--- src/rtl/ipsxe_floating_point_result_buf_v1_0.sv ---
// ipsxe_floating_point_result_buf_v1_0
// Result buffer behind the fixed-to-float converter. A small first-word-fall-through
// FIFO captures the converter's unstoppable tdata/tvalid stream and re-presents it as an
// AXI4-Stream master with tready backpressure. The converter is stalled through
// o_pipe_aclken early enough that a free slot always exists for a result still in flight.
// Optional status outputs are enabled with `define IPSXE_FLOATING_POINT_RESULT_BUF_STATUS_EN.
module ipsxe_floating_point_result_buf_v1_0 #(
    parameter int DATA_WIDTH = 32,
    parameter int DEPTH      = 4,
    parameter int ADDR_WIDTH = 2
) (
    input  logic                  i_aclk,
    input  logic                  i_areset_n,
    input  logic                  i_aclken,
    output logic                  o_pipe_aclken,
    input  logic [DATA_WIDTH-1:0] i_axi4s_result_tdata,
    input  logic                  i_axi4s_result_tvalid,
    output logic [DATA_WIDTH-1:0] o_axi4s_result_tdata,
    output logic                  o_axi4s_result_tvalid,
    input  logic                  i_axi4s_result_tready
`ifdef IPSXE_FLOATING_POINT_RESULT_BUF_STATUS_EN
    ,
    output logic [ADDR_WIDTH:0]   o_fill_level,
    output logic [15:0]           o_stall_cnt,
    output logic                  o_dup_drop
`endif
);

    // Fill level needs one extra bit so that a completely full buffer is representable.
    localparam logic [ADDR_WIDTH:0] DepthC = (ADDR_WIDTH + 1)'(DEPTH);

    logic [DATA_WIDTH-1:0] mem [DEPTH];

    logic [ADDR_WIDTH:0]   count_q;
    logic [ADDR_WIDTH:0]   count_d;
    logic [ADDR_WIDTH-1:0] wrPtr_q;
    logic [ADDR_WIDTH-1:0] wrPtr_d;
    logic [ADDR_WIDTH-1:0] rdPtr_q;
    logic [ADDR_WIDTH-1:0] rdPtr_d;
    logic                  adv_q;

    logic                  push;
    logic                  pop;
    logic                  outValid;
    logic                  pipeAclken;
    logic [ADDR_WIDTH:0]   levelWithPush;

    // Handshake decode, stall decision and next-state values for pointers and fill level.
    // A held (non-advanced) converter output is a duplicate, so only advanced words push.
    always_comb begin
        outValid      = (count_q != '0);
        push          = i_axi4s_result_tvalid & adv_q;
        pop           = outValid & i_axi4s_result_tready;
        levelWithPush = count_q + {{ADDR_WIDTH{1'b0}}, push};
        pipeAclken    = i_aclken & (levelWithPush < DepthC);

        wrPtr_d = push ? (wrPtr_q + ADDR_WIDTH'(1)) : wrPtr_q;
        rdPtr_d = pop  ? (rdPtr_q + ADDR_WIDTH'(1)) : rdPtr_q;

        unique case ({push, pop})
            2'b10:   count_d = count_q + (ADDR_WIDTH + 1)'(1);
            2'b01:   count_d = count_q - (ADDR_WIDTH + 1)'(1);
            default: count_d = count_q;
        endcase
    end

    // Pointer, fill level and "upstream advanced on the last edge" state.
    always_ff @(posedge i_aclk or negedge i_areset_n) begin
        if (!i_areset_n) begin
            count_q <= '0;
            wrPtr_q <= '0;
            rdPtr_q <= '0;
            adv_q   <= 1'b0;
        end else begin
            count_q <= count_d;
            wrPtr_q <= wrPtr_d;
            rdPtr_q <= rdPtr_d;
            adv_q   <= pipeAclken;
        end
    end

    // Storage array; contents are don't-care until written, so it carries no reset.
    always_ff @(posedge i_aclk) begin
        if (push) begin
            mem[wrPtr_q] <= i_axi4s_result_tdata;
        end
    end

    // First-word-fall-through presentation; data is forced to zero while empty.
    always_comb begin
        o_pipe_aclken         = pipeAclken;
        o_axi4s_result_tvalid = outValid;
        o_axi4s_result_tdata  = outValid ? mem[rdPtr_q] : '0;
    end

`ifdef IPSXE_FLOATING_POINT_RESULT_BUF_STATUS_EN
    logic [15:0] stallCnt_q;
    logic        dupDrop_q;

    // Status: saturating count of back-pressure stalls and a pulse for each ignored held word.
    always_ff @(posedge i_aclk or negedge i_areset_n) begin
        if (!i_areset_n) begin
            stallCnt_q <= '0;
            dupDrop_q  <= 1'b0;
        end else begin
            if (i_aclken && !pipeAclken && (stallCnt_q != 16'hFFFF)) begin
                stallCnt_q <= stallCnt_q + 16'd1;
            end
            dupDrop_q <= i_axi4s_result_tvalid & ~adv_q;
        end
    end

    // Status outputs are direct views of the status registers and the fill level.
    always_comb begin
        o_fill_level = count_q;
        o_stall_cnt  = stallCnt_q;
        o_dup_drop   = dupDrop_q;
    end
`endif

endmodule

--- config.mk ---
export PLATFORM = sky130hd
export DESIGN_NAME = ipsxe_floating_point_result_buf_v1_0
export DESIGN_NICKNAME = d
export VERILOG_FILES = /design/src/rtl/ipsxe_floating_point_result_buf_v1_0.sv
export SDC_FILE = /design/constraint.sdc
export NUM_CORES = 1
export LEC_CHECK = 0
export CAP_MARGIN = 20
export CORE_UTILIZATION = 59
export DETAILED_ROUTE_END_ITERATION = 8
export PLACE_DENSITY = 0.85
export RECOVER_POWER = 100
export SLEW_MARGIN = 20
export SYNTH_ARGS = -nofsm -noshare
export SYNTH_HDL_FRONTEND = slang
export SYNTH_SLANG_ARGS = --single-unit
--- constraint.sdc ---
create_clock -name i_aclk -period 4.2 [get_ports i_aclk]
set_clock_uncertainty 0.2 [all_clocks]
set_input_delay 1.05 -clock i_aclk [delete_from_list [all_inputs] [get_ports i_aclk]]
set_output_delay 1.05 -clock i_aclk [all_outputs]
set_load 0.02 [all_outputs]
# ---- Word-level counts from Yosys, hierarchy flattened
# Memories as Yosys holds them, arrays and structs flattened.
# Index checks and enable logic that the tools add are counted.
dict set report classes {
  n_reduce_logical 2
  muxes 4
  order_cmp 1
  multipliers 0
  shifts 0
  div_mod_pow 0
  add_sub_neg 5
  eq_ne 2
  bitwise_logic 3
}
# operator count
set ops {}
lappend ops {{two-way mux 32 bit} 1}
lappend ops {{one-hot mux 3 bit (2 select lines)} 1}
lappend ops {{adder 2 x 1 -> 2 bit (second input constant)} 2}
lappend ops {{adder 3 x 1 -> 3 bit} 1}
lappend ops {{adder 3 x 1 -> 3 bit (second input constant)} 1}
lappend ops {{bitwise AND 1 bit} 3}
lappend ops {{less-than comparator 3 bit (second input constant)} 1}
lappend ops {{nonzero test 3 bit} 1}
lappend ops {{subtractor 3 x 1 -> 3 bit (second input constant)} 1}
lappend ops {{== test 2 x 1 -> 1 bit (second input constant)} 1}
lappend ops {{== test 2 bit (second input constant)} 1}
lappend ops {{two-way mux 1 bit} 2}
lappend ops {{nonzero test 2 bit} 1}
dict set report word_totals {
  latchBits 0
  ramBits 128
  word_cells 22
  output_inout_bits 34
  romBits 0
  mem_count 1
  register_bits 8
}
# name words word_bits read_ports rd_clocked_by_memory_dff wr line
set mem_list {}
lappend mem_list {mem 4 32 1 0 1 32} ;# logic [DATA_WIDTH-1:0] mem [DEPTH];

# ---- Longest topological paths before layout
# Gate-level depths: netlist of the first run.
dict set report logic_depth {
  word_depth 4
  ltp_mapped 9
  depth_no_buf 8
}

# ---- Worst setup path after synthesis of the first run
# No wires, ideal clock.
dict set report synth_path {
  kind {input -> output}
  start {input port i_axi4s_result_tvalid}
  end {output port o_pipe_aclken}
  slack_ns 1.435
  stages 3
  arrival_ns 1.515
  cell_sequence {nand4_1 -> xor2_1 -> and2_1}
}
dict set report synth_between {
  elab_chain_len 4
}
# item line
set synth_lines {}
lappend synth_lines {{start, declared} 17} ;# input logic i_axi4s_result_tvalid,
lappend synth_lines {{bitwise AND 1 bit} 52} ;# push = i_axi4s_result_tvalid & adv_q;
lappend synth_lines {{adder 3 x 1 -> 3 bit} 54} ;# levelWithPush = count_q + {{ADDR_WIDTH{1'b0}}, push};
lappend synth_lines {{less-than comparator 3 bit} 55} ;# pipeAclken = i_aclken & (levelWithPush < DepthC);
lappend synth_lines {{bitwise AND 1 bit} 55}
lappend synth_lines {{end, declared} 15} ;# output logic o_pipe_aclken,
# Every way passes these cells.

# ---- Final worst setup path of the first run
dict set report layout_path {
  start {register rdPtr_q[0]}
  end {output port o_axi4s_result_tdata[25]}
}
dict set report layout_between {
  elab_chain_len 2
}
# item line
set layout_lines {}
lappend layout_lines {{start, declared} 38} ;# logic [ADDR_WIDTH-1:0] rdPtr_q;
lappend layout_lines {{start signal, assigned} 77} ;# rdPtr_q <= rdPtr_d;
lappend layout_lines {{memory read (4 x 32 bit)} n/a}
lappend layout_lines {{two-way mux 32 bit} 93} ;# o_axi4s_result_tdata = outValid ? mem[rdPtr_q] : '0;
lappend layout_lines {{end, declared} 18} ;# output logic [DATA_WIDTH-1:0] o_axi4s_result_tdata,
# Every way passes these cells.

==> key figures, run 1 <==
Status
  • Outcome: complete, but fails checks
  • Violated checks: max-capacitance violations, max-slew violations

Logic synthesis
  • Mean post-synth cell area: 21.9 um2
  • Post-synthesis register bit count: 136
  • Post-synth EDFFs: 128
  • Leading cell type by number of instances after synthesis: sky130_fd_sc_hd__edfxtp_1
  • Main area contributors after synthesis: sky130_fd_sc_hd__edfxtp_1 72%, sky130_fd_sc_hd__mux4_2 12%, sky130_fd_sc_hd__and2_1 4.0%
  • Summed instance area of the synthesized netlist: 0.00533 mm2
  • Dominant synthesized flop cell: sky130_fd_sc_hd__edfxtp_1
  • Synth area leader: sky130_fd_sc_hd__edfxtp_1
  • Top cells by instance count after synthesis: 128 x sky130_fd_sc_hd__edfxtp_1, 34 x sky130_fd_sc_hd__and2_1, 28 x sky130_fd_sc_hd__mux4_2
  • Total of warnings raised by yosys: 0
  • Syn nets: 286
  • Portion of the post-synthesis area used by sequential elements: 75.9%
  • Distinct cells, synth: 22
  • Number of standard cells after synthesis: 243
  • Asr flop ratio synth: 5.88%
  • Share of the synthesized area in the top cell type: 72.1%

Final layout
  • Area grow syn2layout: 24.8%
  • Number of inserted filler cells in the final layout: 485
  • Post-route non-filler standard cell count: 446
  • Fraction of final layout cells with drive strength greater than 1: 19.3%
  • Design Area, Final: 0.00665 mm2
  • Number of nets in the finished design: 367

Clock network
  • Clk sinks: 136
  • Register clock-pin slew on the reported worst setup and hold paths: 0.06 ns
  • Deepest clock path buffer count: 2
  • Post-cts hold buffer count: 0
  • CTS root buffer: sky130_fd_sc_hd__clkbuf_8
  • Number of buffers inserted during clock tree synthesis: 17
  • Clock tree from TritonCTS: done
  • Setup bufs post-CTS: 0
  • CTS-repair resized insts: 0
  • Insertion delay to the later sink of the worst-skew pair: 0.50 ns
  • H-Tree Depth: 4

STA
  • Worst Setup Slack, final: 0.151 ns
  • Number of failing setup endpoints in the final timing report: 0
  • Final Hold Viols: 0
  • Relative slew margins: -14.3%
  • Fraction of the cycle the final worst path needs: 96.4%
  • Transition time of the tightest slew-check pin: 1.71 ns
  • Final Max Slew Viols: 132
  • Unrepaired setup endpoints after global routing: no
  • Sum of negative setup slack: 0 ns
  • Final critical-path required period: 4.05 ns
  • Timing-limited maximum frequency: 247 MHz

Power
  • Leakage Power: 2.24 nW
  • Pwr/cell area: 700 mW/mm2
  • Peak VDD IR: 0.000426 V

Floorplan
  • Die extent in x: 97.1 um
  • Die footprint: 0.00942 mm2
  • Initial standard-cell utilization of the core: 61.1%
  • Vertical extent of the die: 97.1 um
  • Row cnt: 34
  • Core Area: 0.00872 mm2
  • I/O pin cnt: 71

Detailed routing
  • Router iterations before antenna repair: 4
  • Via-per-instance ratio: 5.67
  • Routed length per placed instance: 19.9 um
  • Residual DRC: 0
  • Final wirelength: 8880 um
  • Total via count after detailed routing: 2529
  • Detail Route Antenna Nets: 0
  • Detailed Route Iter0 Violations: 121

Worst hold path
  • Type of the tightest min-delay check: reg2reg
  • Start point of the worst hold path: count_q[2]
  • Cell depth of the worst min-delay path: 1
  • Worst Hold End: count_q[2]

Global route
  • Via count of the first global-routing pass: 2693
  • Largest net degree at the start of global routing: 36
  • Global route total overflow: 0
  • Gr usage total: 20.9%
  • First-pass GRT wire length: 14300 um
  • Antenna violations before repair: 1

Flow run
  • Max-cap check violation count: 4

Worst setup path
  • CP startpoint kind: register
  • Critical path peak fanout: 15
  • Critical path origin: rdPtr_q[0]
  • Endpoint of the worst register-to-register path: count_q[2]
  • Worst reg2reg startpoint: count_q[0]
  • Slack of the worst reg-to-reg path: 1.29 ns
  • Path depth of the worst reg2reg path: 8
  • Arrival time reported for the critical path endpoint: 2.80 ns
  • Critical setup path kind: reg2out
  • Endpoint class of the critical path: primary output
  • Required time reported for the critical path endpoint: 2.95 ns

Placement
  • Placed Area: 0.00611 mm2
  • Hpwl dp: 5190 um
  • Count of port buffers added during placement: 70
  • Final Wtd Congestion: 0.702
  • Pre-CTS setup slack: 0.349 ns
  • Cell total after placement: 413
## cells by family (layout without fill, tap and decap cells)
family / count (synthesis) / after routing / synth area share (%)
XOR/XNOR: 7 / 7 / 1.15
adder cells (fa/ha/maj): 6 / 6 / 1.55
buffers and inverters: 17 / 111 / 2.32
flip-flops: 136 / 136 / 75.9
multiplexers: 34 / 34 / 14.2
other: 0 / 1 / 0
AND/OR/NAND/NOR: 43 / 43 / 4.93
## registers in the layout, summed over array words and instances (netlist names)
name,count
adv_q,1
count_q,3
mem,128
rdPtr_q,2
wrPtr_q,2
## report_power, final
part           switching [mW]  leakage, nW  internal (mW)  total (mW)
sequential              0.108         1.25           1.64        1.74
clock                   0.545        0.254          0.785        1.33
combinational           0.748        0.740          0.834        1.58
total                    1.40         2.24           3.26        4.66
## final cells by class
cell class	count	area, um2	area share, %
clock buffers	18	418	6.28
inverters	5	18.8	0.282
diodes	1	2.50	0.0376
flip-flops and latches	136	4050	60.8
multi-input cells	90	1160	17.5
repair buffers	74	743	11.2
well taps	108	135	2.03
clock inverters	14	126	1.90
## worst max-delay path, stage by stage, from the launching register on
cell	delay, ns
sky130_fd_sc_hd__dfrtp_2	0.68
sky130_fd_sc_hd__buf_4	0.28
sky130_fd_sc_hd__mux4_1	0.60
sky130_fd_sc_hd__and2_1	0.20
sky130_fd_sc_hd__clkdlybuf4s50_1	0.54
## cell usage in the layout, fill, tap and decap left out
| cell type | n |
|---|---|
| sky130_fd_sc_hd__and2_0 | 13 |
| sky130_fd_sc_hd__and2_1 | 21 |
| sky130_fd_sc_hd__and3_1 | 4 |
| sky130_fd_sc_hd__buf_12 | 1 |
| sky130_fd_sc_hd__buf_4 | 2 |
| sky130_fd_sc_hd__bufinv_16 | 1 |
| sky130_fd_sc_hd__clkbuf_1 | 1 |
| sky130_fd_sc_hd__clkbuf_16 | 16 |
| sky130_fd_sc_hd__clkbuf_4 | 1 |
| sky130_fd_sc_hd__clkbuf_8 | 1 |
| sky130_fd_sc_hd__clkdlybuf4s50_1 | 26 |
| sky130_fd_sc_hd__clkinv_2 | 3 |
| sky130_fd_sc_hd__clkinv_4 | 3 |
| sky130_fd_sc_hd__clkinvlp_4 | 5 |
| sky130_fd_sc_hd__dfrtp_1 | 7 |
| sky130_fd_sc_hd__dfrtp_2 | 1 |
| sky130_fd_sc_hd__diode_2 | 1 |
| sky130_fd_sc_hd__dlygate4sd3_1 | 44 |
| sky130_fd_sc_hd__edfxtp_1 | 128 |
| sky130_fd_sc_hd__fa_1 | 1 |
| sky130_fd_sc_hd__ha_1 | 5 |
| sky130_fd_sc_hd__inv_1 | 5 |
| sky130_fd_sc_hd__inv_6 | 2 |
| sky130_fd_sc_hd__mux2_2 | 1 |
| sky130_fd_sc_hd__mux2i_1 | 1 |
| sky130_fd_sc_hd__mux4_1 | 4 |
| sky130_fd_sc_hd__mux4_2 | 28 |
| sky130_fd_sc_hd__nand2_1 | 1 |
| sky130_fd_sc_hd__nand3_1 | 1 |
| sky130_fd_sc_hd__nand4_1 | 1 |
| sky130_fd_sc_hd__nor2_1 | 1 |
| sky130_fd_sc_hd__or3_1 | 1 |
| sky130_fd_sc_hd__xnor2_1 | 3 |
| sky130_fd_sc_hd__xor2_1 | 4 |
## metal layers
layer,GRT usage (%),vias to the layer above,part of all wire (%)
li1,-,1138,-
met1,27.0,1294,41
met2,34.6,87,52
met3,6.69,10,5.8
met4,5.86,0,0.74
met5,0,-,0
## metrics by stage
step                      utilization, %  power, mW  hold slack [ns]
after floorplan                        -       2.81            0.273
after global placement              70.1       3.38            0.290
after detailed placement            70.1       3.41            0.293
after CTS                           76.3       4.74            0.305
after global routing                76.3       4.87            0.319
final                               76.3       4.66            0.299
## worst max path at each step
stage	end	slack [ns]	cells after the start
floorplan	o_pipe_aclken	1.43	3
global placement	o_pipe_aclken	0.37	5
detailed placement	o_pipe_aclken	0.35	5
CTS	o_axi4s_result_tdata[25]	0.1	4
global route	o_axi4s_result_tdata[25]	0.02	4
finish	o_axi4s_result_tdata[25]	0.15	4
(Power assumes the default switching activity.)
==> run 2: changes to the inputs <==
--- a/config.mk
+++ b/config.mk
@@ -6,9 +6,9 @@
 export NUM_CORES = 1
 export LEC_CHECK = 0
 export CAP_MARGIN = 20
-export CORE_UTILIZATION = 59
+export CORE_UTILIZATION = 54
 export DETAILED_ROUTE_END_ITERATION = 8
-export PLACE_DENSITY = 0.85
+export PLACE_DENSITY = 0.79
 export RECOVER_POWER = 100
 export SLEW_MARGIN = 20
 export SYNTH_ARGS = -nofsm -noshare
==> constraint.sdc (replaced) <==
create_clock -name i_aclk -period 4.35 [get_ports i_aclk]
set_clock_uncertainty 0.2 [all_clocks]
set_input_delay 1.0875 -clock i_aclk [delete_from_list [all_inputs] [get_ports i_aclk]]
set_output_delay 1.0875 -clock i_aclk [all_outputs]
set_load 0.02 [all_outputs]
==> key figures, run 2 (synthesis gave the netlist of run 1 again) <==
Detailed routing
  • Residual DRC: 0
  • Final wirelength: 9080 um
  • Detailed Route Iter0 Violations: 126
  • Routed length per placed instance: 19.5 um
  • Router iterations before antenna repair: 4
  • Detail Route Antenna Nets: 0
  • Via-per-instance ratio: 5.42
  • Total via count after detailed routing: 2528

Global route
  • First-pass GRT wire length: 14400 um
  • Largest net degree at the start of global routing: 36
  • Gr usage total: 20.1%
  • Global route total overflow: 0
  • Via count of the first global-routing pass: 2764
  • Antenna violations before repair: 1

Clock network
  • Register clock-pin slew on the reported worst setup and hold paths: 0.06 ns
  • Setup bufs post-CTS: 0
  • H-Tree Depth: 4
  • Post-cts hold buffer count: 0
  • CTS-repair resized insts: 0
  • Number of buffers inserted during clock tree synthesis: 17
  • Clk sinks: 136
  • CTS root buffer: sky130_fd_sc_hd__clkbuf_8
  • Insertion delay to the later sink of the worst-skew pair: 0.51 ns
  • Deepest clock path buffer count: 2
  • Clock tree from TritonCTS: done

Final layout
  • Area used by multi-input combinational logic: 0.00116 mm2
  • Leading cell type in the layout, fill and taps excluded: sky130_fd_sc_hd__edfxtp_1
  • Diodes inserted: 0
  • Flip-flop and latch area: 0.00405 mm2
  • Fraction of final layout cells with drive strength greater than 1: 18.7%
  • Flip-flop count of the largest register after layout: 128
  • Top reg by flops: mem
  • Registers with the most flip-flops: mem x128, count_q x3
  • Design Area, Final: 0.00670 mm2
  • Number of nets in the finished design: 367
  • Number of inserted filler cells in the final layout: 609
  • Final standard cell utilization of the core: 71.1%
  • Area grow syn2layout: 25.7%
  • Highest-count cells in the layout ignoring fill and taps: 128 x sky130_fd_sc_hd__edfxtp_1, 46 x sky130_fd_sc_hd__dlygate4sd3_1, 28 x sky130_fd_sc_hd__mux4_2, 24 x sky130_fd_sc_hd__clkdlybuf4s50_1, 19 x sky130_fd_sc_hd__and2_1

STA
  • Relative slew margins: -19.2%
  • Number of failing setup endpoints in the final timing report: 0
  • Final Hold Viols: 0
  • Sum of negative setup slack: 0 ns
  • Final critical-path required period: 4.17 ns
  • Fraction of the cycle the final worst path needs: 95.8%
  • Unrepaired setup endpoints after global routing: no
  • Final Max Slew Viols: 132
  • Timing-limited maximum frequency: 240 MHz
  • Transition time of the tightest slew-check pin: 1.79 ns

Status
  • Outcome: complete, but fails checks
  • Violated checks: max-capacitance violations, max-slew violations

Worst hold path
  • Type of the tightest min-delay check: reg2reg

Power
  • Net load switching power: 1.37 mW
  • Leakage Power: 2.26 nW
  • Share of total power in sequential cells: 36.6%
  • Combinational share of power: 33.7%
  • Switching power as a share of total power: 30.0%
  • Internal Power: 3.20 mW
  • Clock share of power: 29.7%
  • Pwr/cell area: 683 mW/mm2
  • Peak VDD IR: 0.000402 V

Floorplan
  • I/O pin cnt: 71
  • Die footprint: 0.0103 mm2
  • Initial standard-cell utilization of the core: 56.6%
  • Die extent in x: 101 um
  • Vertical extent of the die: 101 um
  • Core Area: 0.00942 mm2
  • Row cnt: 35

Worst setup path
  • Critical setup path kind: in2out
  • Arrival time reported for the critical path endpoint: 2.88 ns
  • Critical path peak fanout: 6
  • Endpoint class of the critical path: primary output
  • CP startpoint kind: primary input
  • Required time reported for the critical path endpoint: 3.06 ns

Placement
  • Placed Area: 0.00614 mm2
  • Count of port buffers added during placement: 70
  • Hpwl dp: 5180 um
  • Final Wtd Congestion: 0.675

Flow run
  • Max-cap check violation count: 4
## run 2: cell count changes in the layout (fill, tap and decap cells not counted), sizes merged
cell and change:
clkdlybuf4s50 -2, dlygate4sd3 +2, bufinv +1, inv +2
clkbuf -1, clkinvlp -1, diode -1, clkinv -2
buf +1
## run 2: power by group through the flow
stage                     Clock, mW  Combinational [mW]  Sequential (mW)
after floorplan                   0                1.07             1.64
after global placement            0                1.58             1.69
after detailed placement          0                1.60             1.70
after CTS                      1.37                1.61             1.67
after global routing           1.43                1.66             1.69
final                          1.36                1.54             1.67
## run 2: worst max-delay path, cell delays in order
cell                            delay, ns
sky130_fd_sc_hd__dlygate4sd3_1       0.62
sky130_fd_sc_hd__nand4_1             0.14
sky130_fd_sc_hd__xor2_1              0.14
sky130_fd_sc_hd__and2_0              0.18
sky130_fd_sc_hd__dlygate4sd3_1       0.71
## run 2: area by class of cell
| class | count | share of cell area [%] |
|---|---|---|
| sequential | 136 | 60.4 |
| multi-input combinational | 90 | 17.4 |
| timing repair buffer | 74 | 11.1 |
| clock buffer | 18 | 6.24 |
| tap | 129 | 2.41 |
| clock inverter | 14 | 2.22 |
| inverter | 5 | 0.280 |
## run 2: metrics by stage
stage                     instances  total power, mW  setup WS, ns  hold WS, ns
after detailed placement        434             3.30         0.370        0.316
after global routing            466             4.78        0.0940        0.342
after CTS                       466             4.66         0.235        0.327
final                           466             4.57         0.185        0.328
after global placement          434             3.27         0.444        0.298
after floorplan                 243             2.71          1.51        0.273
## run 2: routing by layer
metal | wire [um] | vias to the layer above | track usage, %
met4 | 106 | 2 | 9.14
met3 | 472 | 12 | 5.31
li1 | - | 1140 | -
met5 | 17 | - | 0
met1 | 3920 | 1294 | 26.1
met2 | 4570 | 80 | 32.2
## run 2: final timing paths
check | start | end | slack, ns | cells past startpoint
max in group asynchronous | i_areset_n | rdPtr_q[0] | 2.91 | 1
min reg2reg | count_q[2] | count_q[2] | 0.33 | 1
min | count_q[2] | count_q[2] | 0.33 | 1
max reg2reg | count_q[0] | count_q[2] | 1.41 | 8
max | i_axi4s_result_tvalid | o_pipe_aclken | 0.18 | 5
min in group asynchronous | i_areset_n | wrPtr_q[1] | 0.73 | 1
